$ cat config.mk
export PLATFORM = sky130hd
export DESIGN_NAME = cmd_regfile
export DESIGN_NICKNAME = d
export VERILOG_FILES = /design/src/rtl/cmd_regfile_pkg.sv /design/src/rtl/cmd_regfile_strobe_fall_detect.sv /design/src/rtl/cmd_regfile.sv
export SDC_FILE = /design/constraint.sdc
export NUM_CORES = 1
export LEC_CHECK = 0
export BUFFER_PORTS_ARGS = -buffer_cell sky130_fd_sc_hd__buf_2
export CAP_MARGIN = 10
export CORE_MARGIN = 1
export CORE_UTILIZATION = 45
export DETAILED_ROUTE_END_ITERATION = 6
export GPL_ROUTABILITY_DRIVEN = 0
export PLACE_DENSITY = 0.65
export SETUP_SLACK_MARGIN = 0.5
export SYNTH_ARGS = -nofsm -noshare
export SYNTH_HDL_FRONTEND = slang
export SYNTH_SLANG_ARGS = --single-unit
export TNS_END_PERCENT = 30
$ cat constraint.sdc
create_clock -name clk -period 4.7 [get_ports clk]
set_input_delay 0.235 -clock clk [delete_from_list [all_inputs] [get_ports clk]]
set_output_delay 0.235 -clock clk [all_outputs]
set_load 0.01 [all_outputs]
$ cat src/rtl/cmd_regfile_pkg.sv
// cmd_regfile_pkg: register addresses, CTRL bit positions and gate states
package cmd_regfile_pkg;
  localparam logic [7:0] ADDR_SCRATCH  = 8'h00;
  localparam logic [7:0] ADDR_CTRL     = 8'h01;
  localparam logic [7:0] ADDR_CHEN     = 8'h02;
  localparam logic [7:0] ADDR_MODE     = 8'h03;
  localparam logic [7:0] ADDR_GATE_LEN = 8'h10;
  localparam logic [7:0] ADDR_USER32   = 8'h11;
  localparam logic [7:0] ADDR_CNT      = 8'h12;
  localparam logic [7:0] ADDR_STATUS   = 8'h13;
  localparam int CTRL_START = 0;
  localparam int CTRL_STOP  = 2;
  localparam int CTRL_CLEAR = 3;
  typedef enum logic [1:0] {ST_IDLE, ST_RUN, ST_DONE} gate_state_e;
endpackage

$ cat src/rtl/cmd_regfile_strobe_fall_detect.sv
// strobe_fall_detect: registers a stretched strobe and flags the cycle it falls
module strobe_fall_detect (
  input  logic clk,
  input  logic reset,
  input  logic clear,
  input  logic strobe,
  output logic fall
);
  logic strobe_d;
  // delayed copy of the strobe; a synchronous clear discards any fall in flight
  always_ff @(posedge clk or negedge reset)
    if (!reset) strobe_d <= 1'b0;
    else strobe_d <= clear ? 1'b0 : strobe;
  assign fall = strobe_d & ~strobe;
endmodule

$ cat src/rtl/cmd_regfile.sv
// cmd_regfile: control register bank, CTRL action pulses, counting gate and readback
module cmd_regfile
  import cmd_regfile_pkg::*;
#(
  parameter int unsigned CLK_FREQ     = 200000000,
  parameter logic [31:0] GATE_DEFAULT = 32'd200000000
) (
  input  logic        clk,
  input  logic        reset,
  input  logic        soft_reset,
  input  logic [7:0]  addr,
  input  logic        sw_in,
  input  logic [7:0]  data_in,
  input  logic        sw_in32,
  input  logic [31:0] data_in32,
  input  logic [7:0]  rd_addr,
  output logic [31:0] rd_data,
  output logic [7:0]  ch_enable,
  output logic [7:0]  mode,
  output logic        gate,
  output logic        start_pulse,
  output logic        clear_pulse,
  output logic        done_pulse,
  output logic        busy
);
  gate_state_e state, state_n;
  logic [31:0] cnt, cnt_n, gate_len, user32, rd_next;
  logic [7:0] scratch;
  logic fall8, fall32, pend, pend_n, done_seen;
  logic ctrl_wr, req_start, req_stop, req_clear, start_ok;
  logic unused_clk_freq;
  assign unused_clk_freq = CLK_FREQ != 0;

  strobe_fall_detect u_fall8 (.clk(clk), .reset(reset), .clear(soft_reset), .strobe(sw_in), .fall(fall8));
  strobe_fall_detect u_fall32 (.clk(clk), .reset(reset), .clear(soft_reset), .strobe(sw_in32), .fall(fall32));

  assign ctrl_wr   = fall8 && addr == ADDR_CTRL;
  assign req_start = ctrl_wr && data_in[CTRL_START];
  assign req_stop  = ctrl_wr && data_in[CTRL_STOP];
  assign req_clear = ctrl_wr && data_in[CTRL_CLEAR];
  assign start_ok  = req_start && !req_stop && state != ST_RUN;

  assign gate       = state == ST_RUN;
  assign busy       = gate;
  assign done_pulse = state == ST_DONE;

  // next gate state; later lines win: countdown expiry, zero-length done, STOP, accepted START
  always_comb begin
    state_n = state;
    cnt_n = state == ST_RUN ? cnt - 32'd1 : cnt;
    pend_n = start_ok && gate_len == '0;
    if (state == ST_RUN && cnt == 32'd1) state_n = ST_DONE;
    if (state == ST_DONE) state_n = ST_IDLE;
    if (pend) state_n = ST_DONE;
    if (req_stop) state_n = ST_IDLE;
    if (start_ok) begin
      state_n = gate_len == '0 ? ST_IDLE : ST_RUN;
      cnt_n = gate_len;
    end
  end

  // gate state, live down-counter and the zero-length pending flag
  always_ff @(posedge clk or negedge reset)
    if (!reset) begin
      state <= ST_IDLE;
      cnt <= '0;
      pend <= 1'b0;
    end else if (soft_reset) begin
      state <= ST_IDLE;
      cnt <= '0;
      pend <= 1'b0;
    end else begin
      state <= state_n;
      cnt <= cnt_n;
      pend <= pend_n;
    end

  assign rd_next = rd_addr == ADDR_SCRATCH  ? {24'd0, scratch}
                 : rd_addr == ADDR_CHEN     ? {24'd0, ch_enable}
                 : rd_addr == ADDR_MODE     ? {24'd0, mode}
                 : rd_addr == ADDR_GATE_LEN ? gate_len
                 : rd_addr == ADDR_USER32   ? user32
                 : rd_addr == ADDR_CNT      ? cnt
                 : rd_addr == ADDR_STATUS   ? {29'd0, done_seen, busy, gate}
                 : '0;

  // register commits on strobe fall, action pulses, sticky done flag and readback
  always_ff @(posedge clk or negedge reset)
    if (!reset) begin
      scratch <= '0;
      ch_enable <= 8'hFF;
      mode <= '0;
      gate_len <= GATE_DEFAULT;
      user32 <= '0;
      start_pulse <= 1'b0;
      clear_pulse <= 1'b0;
      done_seen <= 1'b0;
      rd_data <= '0;
    end else if (soft_reset) begin
      scratch <= '0;
      ch_enable <= 8'hFF;
      mode <= '0;
      gate_len <= GATE_DEFAULT;
      user32 <= '0;
      start_pulse <= 1'b0;
      clear_pulse <= 1'b0;
      done_seen <= 1'b0;
      rd_data <= '0;
    end else begin
      if (fall8 && addr == ADDR_SCRATCH) scratch <= data_in;
      if (fall8 && addr == ADDR_CHEN) ch_enable <= data_in;
      if (fall8 && addr == ADDR_MODE) mode <= data_in;
      if (fall32 && addr == ADDR_GATE_LEN) gate_len <= data_in32;
      if (fall32 && addr == ADDR_USER32) user32 <= data_in32;
      start_pulse <= start_ok;
      clear_pulse <= req_clear;
      done_seen <= !(req_clear || req_start) && (done_seen || state == ST_DONE);
      rd_data <= rd_next;
    end
endmodule

# == Yosys cells after proc, flatten, opt, wreduce, memory -nomap -nowiden ==
# Index checks and enable logic that the tools add are counted.
# op_classes
reduce_logical,28
bitwise_logic,4
mux,34
eq_ne,15
n_addsub,1
# op_table
op,n
$mux 32,14
$eq 8x5->1 const B,6
$mux 8,6
$eq 32x1->1 const B,1
$eq 8x2->1 const B,4
$logic_not 32->1,1
$sub 32x1->32 const B,1
$logic_not 8->1,2
$logic_and 1x1->1,14
$mux 2,6
$reduce_bool 2->1,5
$eq 8x1->1 const B,1
$mux 1,7
$reduce_bool 6->1,1
$mux 3,1
$reduce_bool 3->1,1
$and 1x1->1,2
$eq 2x1->1 const B,1
$eq 2x2->1 const B,1
$logic_not 1->1,2
$logic_or 1x1->1,2
$ne 2x1->1 const B,1
$not 1->1,2
# word_totals
reg_bits,160
elab_cells,96
inputBits,61

# == Longest topological paths before layout ==
# Gate-level depths: netlist of run 1.
# logic_depth
ltp_word,9
ltp_mapped,8
depth_no_buf,7

# == Modules after synthesis ==
# From an unflattened synthesis of run 1, not the netlist that was laid out.
# unflattened
cells_unflattened,872
hier_area_um2,7997.7
# modules_own_cells
module,area_each_um2,cells_each,instances
cmd_regfile,7917.6,866,1
strobe_fall_detect,40.0,3,2

# == Worst setup path after synthesis of run 1 ==
# No wires, ideal clock.
# synth_timing
path_type,input-to-reg
from,input port addr[5]
to,register gate_len[10]
path_slack_ps,2626
arrival_time_ps,1938
stages,7
setup_ps,136
cell_sequence,or3_4 or3_1 or4b_1 buf_2 buf_6 nand2_1 a21oi_1
# synth_between
elab_chain_len,3
# synth_lines
element,line,source
start: declaration,cmd_regfile.sv:11,"input logic [7:0] addr,"
$eq 8x5->1,cmd_regfile.sv:113,if (fall32 && addr == ADDR_GATE_LEN) gate_len <= data_in32;
$logic_and 1x1->1,cmd_regfile.sv:113,
$reduce_bool 2->1 (no line),-,
end signal: assignment,cmd_regfile.sv:113,
end: declaration,cmd_regfile.sv:27,"logic [31:0] cnt, cnt_n, gate_len, user32, rd_next;"
# Every way passes these cells.
# A chain may end at the register's enable or synchronous reset.

# == Worst setup path in the final report of run 1 ==
# layout_timing
from,register state[1]
to,register cnt[2]
# layout_between
elab_chain_len,4
elab_cells_between_ends,6
# layout_lines
element,line,source
start: declaration,cmd_regfile.sv:26,"gate_state_e state, state_n;"
start signal: assignment,cmd_regfile.sv:73,state <= state_n;
$ne 2x1->1,cmd_regfile.sv:41,assign start_ok = req_start && !req_stop && state != ST_RUN;
$logic_and 1x1->1,cmd_regfile.sv:41,
$mux 32,cmd_regfile.sv:56,if (start_ok) begin
$mux 32,cmd_regfile.sv:68,end else if (soft_reset) begin
end signal: assignment,cmd_regfile.sv:74,cnt <= cnt_n;
end: declaration,cmd_regfile.sv:27,
# Parallel ways exist; a longest one is shown, timed or not.

==> results of run 1 <==
cell usage in the layout, fill, tap and decap left out, types with 8 or more instances in the layout:
| cell type | count |
|---|---|
| a222oi_1 | 24 |
| clkbuf_16 | 17 |
| nor4_1 | 14 |
| mux2i_1 | 26 |
| dfstp_2 | 20 |
| a211oi_1 | 17 |
| nor2_1 | 83 |
| or3_1 | 9 |
| buf_2 | 111 |
| buf_4 | 11 |
| a22oi_1 | 8 |
| o211ai_1 | 8 |
| a21oi_1 | 67 |
| nand2_1 | 160 |
| dfrtp_1 | 140 |
| nand4_1 | 8 |
| o21ai_0 | 11 |
| nand3_1 | 27 |
worst min-delay path by stage:
stage          slack, ps    startpoint          endpoint  cells past startpoint
2_1_floorplan        -60         reset       clear_pulse                      0
3_3_place_gp         370         reset       rd_data[24]                      1
3_5_place_dp         370         reset       rd_data[24]                      1
4_1_cts               20  data_in32[9]       gate_len[9]                      3
5_1_grt               30         sw_in  u_fall8.strobe_d                      2
6_report              30  data_in32[9]       gate_len[9]                      3
layout make-up:
type | count | area share [%]
tap | 220 | 3.07
clock inverter | 8 | 1.15
sequential | 160 | 45.0
inverter | 6 | 0.251
multi-input combinational | 578 | 37.8
timing repair buffer | 124 | 7.36
clock buffer | 24 | 5.38
layer usage:
layer	share of wire (%)	global-route usage, %
met5	0	0
met4	1.6	8.62
met3	6.8	5.65
met2	46	39.9
met1	46	36.9
metrics by stage:
step	setup WS, ps	instances
after detailed placement	1860	1087
after global placement	1850	1087
after global routing	1510	1120
final	1850	1120
after CTS	1890	1120
after floorplan	2630	796
state kept, by name (all words and copies together) (netlist names), 2 cells and up:
register,cells
ch_enable,8
cnt,32
gate_len,32
mode,8
rd_data,32
scratch,8
state,2
user32,32
timing repair:
action                                 CTS  global route
endpoints found under the hold margin   72             0
hold buffers                             1             0
setup endpoints to repair                0             0
cells by family (layout without fill, tap and decap cells):
group                    count (synthesis)  after routing  share of synthesized area (%)
adder cells (fa/ha/maj)                  2              2                          0.327
multiplexers                            27             27                           3.55
AO/OA/AOI/OAI                          180            180                           16.3
XOR/XNOR                                14             14                           1.60
buffers and inverters                   58            162                           3.39
AND/OR/NAND/NOR                        355            355                           22.1
flip-flops                             160            160                           52.7
worst max-delay path, cell delays in order, from the launching register on:
cell and delay (ps):
dfrtp_1 400, nand2b_1 400, inv_1 410, nor3_1 700, nand2_1 480, nor2_1 210
a211oi_1 70
power by group through the flow:
stage               combinational [mW]  clock, mW  sequential, mW
floorplan                       0.0473          0            1.41
global placement                 0.134          0            1.41
detailed placement               0.133          0            1.41
CTS                              0.134       1.40            1.38
global route                     0.147       1.45            1.38
finish                           0.133       1.38            1.38
==> flow_metrics.env, run 1 <==
export IMPL_layout_nets=950
export IMPL_clk_pin_slew_worst_paths_ps=60
export IMPL_die_x_um=132
export IMPL_io_buffers=113
export IMPL_antenna_found_initial=0
export IMPL_syn_num_nets=859
export IMPL_multiInputGateArea_mm2=0.00339
export IMPL_timing_fmax_ghz=0.350
export IMPL_cts_tree="yes"
export IMPL_yosysMostFrequentCell="nand2_1"
export IMPL_grt_usage_pct=26.1
export IMPL_worstSetupEndpointType="flop"
export IMPL_startpoint_type="flop"
export IMPL_hpwl_mm=14.1
export IMPL_grt_pass1_wl_mm=35.6
export IMPL_numCtsBuffers=17
export IMPL_combPwrFrac_pct=4.6
export IMPL_boundaryPins=114
export IMPL_yosysWarnings=0
export IMPL_sw_frac_of_total_pct=22.4
export IMPL_place_area_mm2=0.00836
export IMPL_crit_start="state[1]"
export IMPL_antenna_cells=0
export IMPL_synth_top_area_cell="dfrtp_1"
export IMPL_seqPwrFrac_pct=47.8
export IMPL_final_core_util_pct=54.0
export IMPL_fin_crit_sh_pct=60.7
export IMPL_power_density_mw_per_mm2=323
export IMPL_regToRegStartpoint="state[1]"
export IMPL_crit_end="cnt[2]"
export IMPL_relSlewSlack_pct=23.8
export IMPL_irDropWorstVdd_mv=0.252
export IMPL_worst_pin_slew_ps=1140
export IMPL_detail_route_antenna_nets=0
export IMPL_ys_seq_elements=160
export IMPL_routedWlPerCell_um=19.4
export IMPL_syn_area_per_cell_um2=9.60
export IMPL_synth_distinct_cells=65
export IMPL_final_area_mm2=0.00896
export IMPL_synth_edff_count=0
export IMPL_grt_remaining_overflow=0
export IMPL_p_total_mw=2.89
export IMPL_crit_fanout=17
export IMPL_cts_setup_buffers=0
export IMPL_hp_class="in2reg"
export IMPL_clk_latency_ps=430
export IMPL_synth_top_cell_area_share_pct=45.8
export IMPL_worstPathArrival_ps=3110
export IMPL_cts_buffer_depth=2
export IMPL_ys_flop_type="dfrtp_1"
export IMPL_drv_cap=0
export IMPL_whs_ps=32.0
export IMPL_yosys_top_cells_count="160 x nand2_1, 140 x dfrtp_1, 84 x nor2_1, 67 x a21oi_1, 38 x clkbuf_1"
export IMPL_drc=0
export IMPL_hold_violations=0
export IMPL_fill_cells=1543
export IMPL_async_flop_share_pct=100
export IMPL_vias=6629
export IMPL_cts_resized_gates=0
export IMPL_root_buffer="clkbuf_16"
export IMPL_setup_worst_path_class="reg2reg"
export IMPL_register_area_mm2=0.00403
export IMPL_drive_gt1_share_pct=21.3
export IMPL_grt_start_max_net_pins=90
export IMPL_placementRows=47
export IMPL_rsz0062_at_grt="no"
export IMPL_drt_total_wl_mm=21.7
export IMPL_start_util_pct=46.1
export IMPL_initialDrtViolationCount=576
export IMPL_ys_seq_area_share_pct=52.7
export IMPL_clock_skew_final_ps=9.46
export IMPL_cp_data_required_time_ps=4950
export IMPL_synth_area_top_cells="dfrtp_1 46%, nand2_1 7.9%, dfstp_2 6.9%, a21oi_1 4.4%, nor2_1 4.1%"
export IMPL_rrSetupSlack_ps=1850
export IMPL_leakagePower_nw=4.12
export IMPL_r2r_end="cnt[2]"
export IMPL_tns_ps=0
export IMPL_syn_inst=796
export IMPL_coreArea_mm2=0.0166
export IMPL_cts_sinks=160
export IMPL_die_h_um=132
export IMPL_grt_pass1_vias=6706
export IMPL_clkPwrFrac_pct=47.6
export IMPL_dieArea_mm2=0.0175
export IMPL_switchingPower_mw=0.647
export IMPL_htree_levels=4
export IMPL_final_max_slew_viol_count=0
export IMPL_drt_pass1_iter_count=7
export IMPL_fin_crit_ps=2850
export IMPL_worstRegToRegCells=6
export IMPL_area_growth_pct=17.2
export IMPL_status="finished, final reports clean"
export IMPL_netlist_area_mm2=0.00764
export IMPL_setup_viol=0
export IMPL_p_int_mw=2.24
export IMPL_routed_via_density=5.92
No activity file was read; power rests on OpenSTA's default activity.
==> run 2, diff against run 1 <==
- clock period: 4.7 -> 2.7 ns (I/O delays scaled with it)
==> flow_metrics.env, run 2 (same netlist as run 1, synthesis figures left out) <==
export IMPL_grt_start_max_net_pins=65
export IMPL_grt_pass1_wl_mm=36.2
export IMPL_layout_cells_most_common_list="159 x nand2_1, 138 x dfrtp_1, 111 x buf_2"
export IMPL_slowest_delay_ps=550
export IMPL_io_buffers=113
export IMPL_drt_total_wl_mm=22.2
export IMPL_final_cells=1185
export IMPL_detail_route_antenna_nets=0
export IMPL_timing_fmax_ghz=0.471
export IMPL_routed_via_density=5.81
export IMPL_irDropWorstVdd_mv=0.473
export IMPL_clk_pin_slew_worst_paths_ps=70
export IMPL_fin_crit_sh_pct=78.6
export IMPL_leakagePower_nw=4.40
export IMPL_startpoint_type="flop"
export IMPL_start_util_pct=46.1
export IMPL_drive_gt1_share_pct=24.0
export IMPL_setup_viol=0
export IMPL_layout_nets=1015
export IMPL_drv_cap=0
export IMPL_setup_worst_path_class="reg2reg"
export IMPL_clock_skew_final_ps=8.69
export IMPL_coreArea_mm2=0.0166
export IMPL_hp_class="in2reg"
export IMPL_crit_fanout=6
export IMPL_grt_usage_pct=26.6
export IMPL_antenna_found_initial=0
export IMPL_fin_crit_ps=2120
export IMPL_cts_sinks=160
export IMPL_hold_violations=0
export IMPL_area_growth_pct=25.6
export IMPL_hpwl_mm=14.4
export IMPL_worstSetupEndpointType="flop"
export IMPL_cp_common_cell="or4_4"
export IMPL_relSlewSlack_pct=49.9
export IMPL_place_area_mm2=0.00853
export IMPL_cp_cell_sequence="or4_4 -> or4_4 -> nor4_2 -> mux2i_1 -> o21ai_0"
export IMPL_p_total_mw=4.99
export IMPL_dieArea_mm2=0.0175
export IMPL_cp_slowest_cell="or4_4"
export IMPL_whs_ps=18.9
export IMPL_grt_pass1_vias=6731
export IMPL_status="finished, final reports clean"
export IMPL_path_buf_inv=0
export IMPL_final_common_cell="nand2_1"
export IMPL_worst_pin_slew_ps=752
export IMPL_grt_remaining_overflow=0
export IMPL_htree_levels=4
export IMPL_cts_tree="yes"
export IMPL_numCtsBuffers=17
export IMPL_clk_latency_ps=440
export IMPL_antenna_cells=0
export IMPL_rsz0062_at_grt="yes"
export IMPL_boundaryPins=114
export IMPL_tns_ps=0
export IMPL_cp_data_required_time_ps=3050
export IMPL_root_buffer="clkbuf_16"
export IMPL_die_h_um=132
export IMPL_die_x_um=132
export IMPL_cts_buffer_depth=2
export IMPL_worstPathArrival_ps=2480
export IMPL_dp_cells=1108
export IMPL_power_density_mw_per_mm2=520
export IMPL_drt_pass1_iter_count=5
export IMPL_crit_family="simple AND/OR/NAND/NOR gates"
export IMPL_final_max_slew_viol_count=0
export IMPL_initialDrtViolationCount=662
export IMPL_final_area_mm2=0.00960
export IMPL_drc=0
export IMPL_placementRows=47
export IMPL_vias=6890
export IMPL_routedWlPerCell_um=18.7
[run 2: changes by cell type in the layout (fill, tap and decap cells not counted), moves of 4 or more]
cell / delta
inv_6: +4
buf_4: +23
clkbuf_1: -4
dlygate4sd3_1: +40
[run 2: path summary, 6_finish.rpt]
check	to	start	depth (start not counted)	slack [ps]
max in group asynchronous	gate_len[22]	reset	3	1640
hold / removal	ch_enable[3]	data_in[3]	3	20
setup / recovery	cnt[30]	cnt[18]	5	580
min in group asynchronous	rd_data[24]	reset	2	250
hold reg to reg	gate_len[17]	gate_len[17]	2	500
setup reg to reg	cnt[30]	cnt[18]	5	580
[run 2: timing repair]
| item | 4_1_cts | 5_1_grt |
|---|---|---|
| endpoints found under the setup margin | 4 | 27 |
| pin swaps | 1 | 4 |
| endpoints found under the hold margin | 136 | 0 |
| resized for setup | 1 | 16 |
| setup buffers | 2 | 2 |
| hold buffers | 41 | 0 |
[run 2: cell type report]
type / instances / area [um^2]
clock buffer: 17 / 425
clock inverter: 15 / 133
fill: 1493 / 6990
inverter: 6 / 22.5
multi-input combinational: 578 / 3440
sequential: 160 / 4030
tap: 220 / 275
timing repair buffer: 189 / 1270
[run 2: worst min-delay path, stage by stage]
cell	delay [ps]
buf_2	140
mux2i_1	80
nand2_1	60
[run 2: metrics by stage]
stage | utilization, % | setup WS, ps
2_1_floorplan | - | 649
3_3_place_gp | 51.4 | 463
3_5_place_dp | 51.4 | 440
4_1_cts | 57.5 | 498
5_1_grt | 57.9 | 447
6_report | 57.9 | 579
[run 2: power by group]
part | total, mW | internal, mW | switching (mW)
Combinational | 0.282 | 0.108 | 0.174
Sequential | 2.40 | 2.40 | 0.00132
Clock | 2.30 | 1.27 | 1.03
Total | 4.99 | 3.78 | 1.21
[run 2: per-layer routing]
metal | up-vias | global-route usage [%] | routed length [um]
met5 | - | 0 | 0
met4 | 0 | 6.90 | 212
met3 | 20 | 5.65 | 1380
met2 | 243 | 41.4 | 10500
met1 | 3420 | 37.7 | 10100
li1 | 3207 | - | -
